## src/rtl/ped_pkg.sv

```systemverilog
// Shared definitions for the pedestrian signal controller: FSM encoding,
// default timing constants and the vehicle-lamp sanity helper.
package ped_pkg;

  localparam int unsigned DEF_DEBOUNCE_CYCLES = 4;
  localparam int unsigned DEF_WALK_CYCLES     = 6;
  localparam int unsigned DEF_FLASH_CYCLES    = 5;

  typedef enum logic [1:0] {
    ST_IDLE     = 2'd0,
    ST_WAIT_RED = 2'd1,
    ST_WALK     = 2'd2,
    ST_FLASH    = 2'd3
  } ped_state_e;

  // Exactly one of {red, yellow, green} may be lit at any time.
  function automatic logic lamps_one_hot(logic [2:0] lamps);
    return (lamps == 3'b100) || (lamps == 3'b010) || (lamps == 3'b001);
  endfunction

endpackage

```

## src/rtl/ped_signal_controller_if.sv

```systemverilog
// Signal bundle between the upstream traffic-light logic / pedestrian
// button and the pedestrian controller.
interface ped_signal_controller_if;

  logic       enable;
  logic       ped_button;
  logic       red;
  logic       yellow;
  logic       green;
  logic       walk;
  logic       flash_dont_walk;
  logic       dont_walk;
  logic [3:0] countdown;
  logic       request_pending;
  logic       fault;

  modport master (
    output enable, ped_button, red, yellow, green,
    input  walk, flash_dont_walk, dont_walk, countdown, request_pending, fault
  );

  modport slave (
    input  enable, ped_button, red, yellow, green,
    output walk, flash_dont_walk, dont_walk, countdown, request_pending, fault
  );

endinterface

```

## src/rtl/ped_button_debounce.sv

```systemverilog
// Two-flop synchronizer followed by a level debouncer: the output only takes
// a new level after DEBOUNCE_CYCLES consecutive synchronized samples agree.
module ped_button_debounce
  import ped_pkg::*;
#(
  parameter int unsigned DEBOUNCE_CYCLES = DEF_DEBOUNCE_CYCLES
) (
  input  logic clk,
  input  logic reset,
  input  logic btn_i,
  output logic level_o
);

  localparam logic [7:0] CNT_LAST = 8'(DEBOUNCE_CYCLES - 1);

  logic       sync1_q, sync2_q;
  logic       level_q, level_d;
  logic [7:0] cnt_q, cnt_d;

  // NOTE: every variable driven here gets a default first, so no path leaves it unassigned (no latch).
  always_comb begin
    cnt_d   = '0;
    level_d = level_q;
    if (sync2_q != level_q) begin
      if (cnt_q == CNT_LAST) level_d = sync2_q;
      else                   cnt_d   = cnt_q + 8'd1;
    end
  end

  // NOTE: state registers use non-blocking assignments and reset asynchronously.
  always_ff @(posedge clk or posedge reset) begin
    if (reset) begin
      sync1_q <= 1'b0;
      sync2_q <= 1'b0;
      level_q <= 1'b0;
      cnt_q   <= '0;
    end else begin
      sync1_q <= btn_i;
      sync2_q <= sync1_q;
      level_q <= level_d;
      cnt_q   <= cnt_d;
    end
  end

  assign level_o = level_q;

endmodule

```

## src/rtl/ped_signal_controller.sv

```systemverilog
// Pedestrian crossing controller: latches debounced requests, grants WALK on
// the next red entry, flashes a countdown, and traps lamp-input faults.
module ped_signal_controller
  import ped_pkg::*;
#(
  parameter int unsigned DEBOUNCE_CYCLES = DEF_DEBOUNCE_CYCLES,
  parameter int unsigned WALK_CYCLES     = DEF_WALK_CYCLES,
  parameter int unsigned FLASH_CYCLES    = DEF_FLASH_CYCLES
) (
  input logic                    clk,
  input logic                    reset,
  ped_signal_controller_if.slave bus
);

  localparam logic [7:0] WALK_LAST  = 8'(WALK_CYCLES - 1);
  localparam logic [3:0] FLASH_LAST = 4'(FLASH_CYCLES - 1);

  ped_state_e state_q, state_d;
  logic [7:0] walk_tmr_q, walk_tmr_d;
  logic [3:0] countdown_q, countdown_d;
  logic       pending_q, pending_d;
  logic       fault_q, fault_d;
  logic       red_prev_q, deb_prev_q;
  logic       walk_q, flash_q, dont_walk_q;

  logic deb_level, deb_rise, red_rise, lamps_ok, walk_entry;

  ped_button_debounce #(
    .DEBOUNCE_CYCLES (DEBOUNCE_CYCLES)
  ) u_debounce (
    .clk     (clk),
    .reset   (reset),
    .btn_i   (bus.ped_button),
    .level_o (deb_level)
  );

  assign deb_rise = deb_level & ~deb_prev_q;
  assign red_rise = bus.red & ~red_prev_q;
  assign lamps_ok = lamps_one_hot({bus.red, bus.yellow, bus.green});

  always_comb begin
    state_d     = state_q;
    walk_tmr_d  = walk_tmr_q;
    countdown_d = countdown_q;
    fault_d     = fault_q;
    walk_entry  = 1'b0;

    if (!bus.enable) begin
      state_d     = ST_IDLE;
      walk_tmr_d  = '0;
      countdown_d = '0;
    end else begin
      unique case (state_q)
        ST_IDLE:     if (pending_q) state_d = ST_WAIT_RED;
        ST_WAIT_RED: if (red_rise) begin
          state_d    = ST_WALK;
          walk_tmr_d = WALK_LAST;
          walk_entry = 1'b1;
        end
        ST_WALK: begin
          if (walk_tmr_q == '0) begin
            state_d     = ST_FLASH;
            countdown_d = FLASH_LAST;
          end else begin
            walk_tmr_d = walk_tmr_q - 8'd1;
          end
        end
        ST_FLASH: begin
          if (countdown_q == '0) state_d     = ST_IDLE;
          else                   countdown_d = countdown_q - 4'd1;
        end
        default: state_d = ST_IDLE;
      endcase

      // Losing red while pedestrians are crossing is unsafe: abort and flag.
      if ((state_q == ST_WALK || state_q == ST_FLASH) && !bus.red) begin
        state_d     = ST_IDLE;
        walk_tmr_d  = '0;
        countdown_d = '0;
        fault_d     = 1'b1;
      end
    end

    if (!lamps_ok) begin
      state_d     = ST_IDLE;
      walk_tmr_d  = '0;
      countdown_d = '0;
      fault_d     = 1'b1;
      walk_entry  = 1'b0;
    end
  end

  // A press landing on the WALK-entry cycle wins over the clear and is kept
  // for the following red phase.
  assign pending_d = deb_rise | (pending_q & ~walk_entry);

  always_ff @(posedge clk or posedge reset) begin
    if (reset) begin
      state_q     <= ST_IDLE;
      walk_tmr_q  <= '0;
      countdown_q <= '0;
      pending_q   <= 1'b0;
      fault_q     <= 1'b0;
      red_prev_q  <= 1'b0;
      deb_prev_q  <= 1'b0;
      walk_q      <= 1'b0;
      flash_q     <= 1'b0;
      dont_walk_q <= 1'b1;
    end else begin
      state_q     <= state_d;
      walk_tmr_q  <= walk_tmr_d;
      countdown_q <= countdown_d;
      pending_q   <= pending_d;
      fault_q     <= fault_d;
      red_prev_q  <= bus.red;
      deb_prev_q  <= deb_level;
      walk_q      <= (state_d == ST_WALK);
      flash_q     <= (state_d == ST_FLASH);
      dont_walk_q <= (state_d == ST_IDLE) || (state_d == ST_WAIT_RED);
    end
  end

  assign bus.walk            = walk_q;
  assign bus.flash_dont_walk = flash_q;
  assign bus.dont_walk       = dont_walk_q;
  assign bus.countdown       = countdown_q;
  assign bus.request_pending = pending_q;
  assign bus.fault           = fault_q;

endmodule

```

## src/flat_wrapper.sv

```systemverilog
// flat-port wrapper written by rule: the top's interface ports become plain ports
module ped_signal_controller_flat import ped_pkg::*;
#(
  parameter int unsigned DEBOUNCE_CYCLES = DEF_DEBOUNCE_CYCLES,
  parameter int unsigned WALK_CYCLES     = DEF_WALK_CYCLES,
  parameter int unsigned FLASH_CYCLES    = DEF_FLASH_CYCLES
)
  (clk, reset, bus_enable, bus_ped_button, bus_red, bus_yellow, bus_green, bus_walk, bus_flash_dont_walk, bus_dont_walk, bus_countdown, bus_request_pending, bus_fault);
  ped_signal_controller_if bus_i ();
  input logic clk;
  input logic reset;
  input wire logic [$bits(bus_i.enable)-1:0] bus_enable;
  input wire logic [$bits(bus_i.ped_button)-1:0] bus_ped_button;
  input wire logic [$bits(bus_i.red)-1:0] bus_red;
  input wire logic [$bits(bus_i.yellow)-1:0] bus_yellow;
  input wire logic [$bits(bus_i.green)-1:0] bus_green;
  output wire logic [$bits(bus_i.walk)-1:0] bus_walk;
  output wire logic [$bits(bus_i.flash_dont_walk)-1:0] bus_flash_dont_walk;
  output wire logic [$bits(bus_i.dont_walk)-1:0] bus_dont_walk;
  output wire logic [$bits(bus_i.countdown)-1:0] bus_countdown;
  output wire logic [$bits(bus_i.request_pending)-1:0] bus_request_pending;
  output wire logic [$bits(bus_i.fault)-1:0] bus_fault;
  assign bus_i.enable = bus_enable;
  assign bus_i.ped_button = bus_ped_button;
  assign bus_i.red = bus_red;
  assign bus_i.yellow = bus_yellow;
  assign bus_i.green = bus_green;
  assign bus_walk = bus_i.walk;
  assign bus_flash_dont_walk = bus_i.flash_dont_walk;
  assign bus_dont_walk = bus_i.dont_walk;
  assign bus_countdown = bus_i.countdown;
  assign bus_request_pending = bus_i.request_pending;
  assign bus_fault = bus_i.fault;
  ped_signal_controller #(.DEBOUNCE_CYCLES(DEBOUNCE_CYCLES), .WALK_CYCLES(WALK_CYCLES), .FLASH_CYCLES(FLASH_CYCLES)) u_core (.clk(clk), .reset(reset), .bus(bus_i));
endmodule
```

## config.mk

```make
export PLATFORM = sky130hd
export DESIGN_NAME = ped_signal_controller_flat
export DESIGN_NICKNAME = d
export VERILOG_FILES = /design/src/rtl/ped_pkg.sv /design/src/rtl/ped_signal_controller_if.sv /design/src/rtl/ped_button_debounce.sv /design/src/rtl/ped_signal_controller.sv /design/src/flat_wrapper.sv
export SDC_FILE = /design/constraint.sdc
export NUM_CORES = 1
export LEC_CHECK = 0
export BUFFER_PORTS_ARGS = -buffer_cell sky130_fd_sc_hd__buf_2
export CAP_MARGIN = 20
export CORE_ASPECT_RATIO = 2
export CORE_UTILIZATION = 57
export CTS_CLUSTER_SIZE = 28
export DETAILED_ROUTE_END_ITERATION = 10
export PLACE_DENSITY = 0.81
export SYNTH_ARGS = -nofsm -noshare
export SYNTH_HDL_FRONTEND = slang
export SYNTH_SLANG_ARGS = --single-unit
```

## constraint.sdc

```tcl
create_clock -name clk -period 2.1 [get_ports clk]
set_input_delay 0.42 -clock clk [delete_from_list [all_inputs] [get_ports clk]]
set_output_delay 0.42 -clock clk [all_outputs]
set_load 0.03 [all_outputs]
```

==> flow_summary.ini <==
[outcome]
outcome = finished clean

[yosys]
synth-async-reset-ratio = 1.00
syn_area_mm2 = 0.00159
synth_top_area_share = 0.488
yosysUniqueCellTypes = 44
synth-seq-area-share = 0.504
synthTopCellsByArea = dfrtp_1 (49%), xor2_1 (3.9%), nor2_1 (3.3%)
ys_dominant_reg_cell = dfrtp_1
synth.most_common_cell = dfrtp_1
synth_area_per_cell_um2 = 10.7
ys_warn_count = 0
synth_seq_cells = 32
syn_inst = 149
synth_edf_count = 0
syn_nets = 159
synth_commonest_cells = dfrtp_1 (31), nor2_1 (14), inv_1 (13), nand2_1 (8), nand3_1 (8)
synth_area_leader_cell = dfrtp_1

[global_routing]
grt_pass1_wl_mm = 5.29
grtUsageTotal = 0.257
grt.overflow.total = 0
grt_max_degree = 33
grt_pass1_vias = 1242
antenna_found_initial = 0

[power]
p_leak_nw = 0.835
ir_drop_mv = 0.551
power_density_mw_per_mm2 = 760

[clocking]
cts_tree = yes
ctsLongestPathBuffers = 2
postCtsSetupRepairBufs = 0
clk_pin_slew_worst_paths_ns = 0.06
cts.sinks = 32
htreeDepth = 2
cts_made_buffers = 5
cts_root_buf = clkbuf_8
clock_latency_ns = 0.29
cts_resized = 0
hold_buffers = 0

[floorplan]
die-area_mm2 = 0.00302
dieWidth_um = 39.4
initial_utilization = 0.611
die_h_um = 76.7
ios = 16
rows = 26
core_mm2 = 0.00260

[setup_path]
path_buf_inv = 1
worstSetupPathType = reg -> reg
crit_family = compound AO/OA/AOI/OAI gates
slowest_delay_ns = 0.50
crit_path_start_kind = register
worstPathCellList = inv_1, ha_1, nor3b_2, a21oi_2, nor2_2, o32ai_1
slowest_stage = a21oi_2
rrSetupSlack_ns = 0.27
end_kind = register
ff2ff_path_depth = 6
regToRegStartpoint = u_core.walk_tmr_q[0]
required_ns = 2.30
reg2reg_to = u_core.bus.countdown[1]
arrival_ns = 2.03
path_max_fanout = 12

[place]
gp_congestion = 0.785
port_buffers = 15
place_ws_ns = 0.299
dp_hpwl_mm = 2.43

[timing]
worst_pin_slew_ns = 0.691
rsz0062_at_grt = no
slew_headroom = 0.536
fin_worst_skew_ns = 0.00823
max_clock_freq_mhz = 547
hold_viol = 0
setup_ws_ns = 0.271
fin_crit_ns = 1.83
setup_viol = 0
final.setup.tns_ns = 0
finalCritPeriodShare = 0.871
drv_slew = 0

[finish]
layout-drive-gt1-share = 0.208
multi_input_area_um2 = 723
ff_latch_area_um2 = 802
diodes = 0
fin_nets = 182
nFillCells = 198
syn_to_final_growth_pct = 13.0

[route]
avgViaCountPerCell = 6.11
vias = 1228
wl_met2_mm = 1.86
wl_mm = 3.26
drt-initial-drc-count = 34
dr.pass1.iters = 4
ant_nets = 0
wl_per_cell_um = 16.2
highest-signal-layer = met4
route.met3.wl_um = 130
wl_met1_mm = 1.18
route.detailed.drc = 0

[job]
max_cap_viol_count = 0

[min_path]
hold_class = in -> async
[logic make-up (layout without fill, tap and decap cells)]
group | count (synthesis) | count (layout) | synth area share
compound gates | 31 | 31 | 0.146
xor+xnor | 11 | 11 | 0.0606
simple gates | 56 | 56 | 0.217
fa+ha+maj | 3 | 3 | 0.0236
flops | 32 | 32 | 0.504
buf+inv | 15 | 39 | 0.0409
mux | 1 | 1 | 0.00708
[per-stage QoR]
step / utilization / hold WS, ns / area, um^2 / total power (W) / std cells
after floorplan: - / 0.331 / 1590 / 0.000834 / 149
after global placement: 0.656 / 0.343 / 1710 / 0.000883 / 193
after detailed placement: 0.656 / 0.338 / 1710 / 0.000897 / 193
after CTS: 0.690 / 0.218 / 1800 / 0.00137 / 201
after global routing: 0.690 / 0.230 / 1800 / 0.00143 / 201
final: 0.690 / 0.199 / 1800 / 0.00137 / 201
[how the worst max path moves through the flow]
stage / depth (start not counted) / from / to / slack [ns]
after global placement: 6 / u_core.walk_tmr_q[0] / u_core.bus.countdown[1] / 0.39
after global routing: 6 / u_core.walk_tmr_q[0] / u_core.walk_tmr_q[3] / 0.16
final: 6 / u_core.walk_tmr_q[0] / u_core.bus.countdown[1] / 0.27
after detailed placement: 6 / u_core.walk_tmr_q[0] / u_core.bus.countdown[1] / 0.30
after CTS: 6 / u_core.walk_tmr_q[0] / u_core.bus.countdown[1] / 0.28
after floorplan: 7 / u_core.walk_tmr_q[0] / u_core.bus.countdown[1] / 0.58
[registers in the layout, summed over array words and instances, names as in the netlist]
signal and cells:
u_core.walk_tmr_q 8, u_core.u_debounce.sync2_q 1, u_core.bus.fault 1, u_core.u_debounce.cnt_q 8, u_core.bus.walk 1, u_core.red_prev_q 1, u_core.u_debounce.level_o 1, u_core.deb_prev_q 1
u_core.bus.dont_walk 1, u_core.bus.request_pending 1, u_core.bus.flash_dont_walk 1, u_core.bus.countdown 4, u_core.state_q 2, u_core.u_debounce.sync1_q 1
[cell type report]
class                           count  area share
Clock buffer                        8      0.0501
Multi-Input combinational cell    102       0.403
Inverter                           13      0.0272
Tap cell                           28      0.0195
Sequential cell                    32       0.446
Timing Repair Buffer               18      0.0543
[power breakdown]
part,switching [W],total [W],internal (W)
registers,0.0000503,0.000716,0.000665
logic,0.000102,0.000169,0.0000670
clock network,0.000214,0.000481,0.000267
[layout by cell type (no fill, tap or decap), types with 3 or more instances in the layout]
cell type and instances:
clkbuf_8 6, xnor2_1 4, a21o_1 4, nand2_1 8
dfrtp_1 31, o21ai_0 3, a21oi_2 3, nor3_1 3
a21oi_1 6, ha_1 3, buf_2 15, xor2_1 7
and3_1 5, nor2_1 14, buf_4 3, nand3_1 8
inv_1 13
[layer usage]
metal  up-vias  global-route usage
li1        576                   -
met1       614               0.270
met2        30               0.430
met3         8              0.0954
met4         0               0.110
met5         -                   0
[worst register-to-register path, cell delays in order (launching register included)]
cell and delay, ns:
dfrtp_1 0.37, inv_1 0.08, ha_1 0.24, nor3b_2 0.20, a21oi_2 0.50, nor2_2 0.12
o32ai_1 0.23
(Power assumes the default switching activity.)
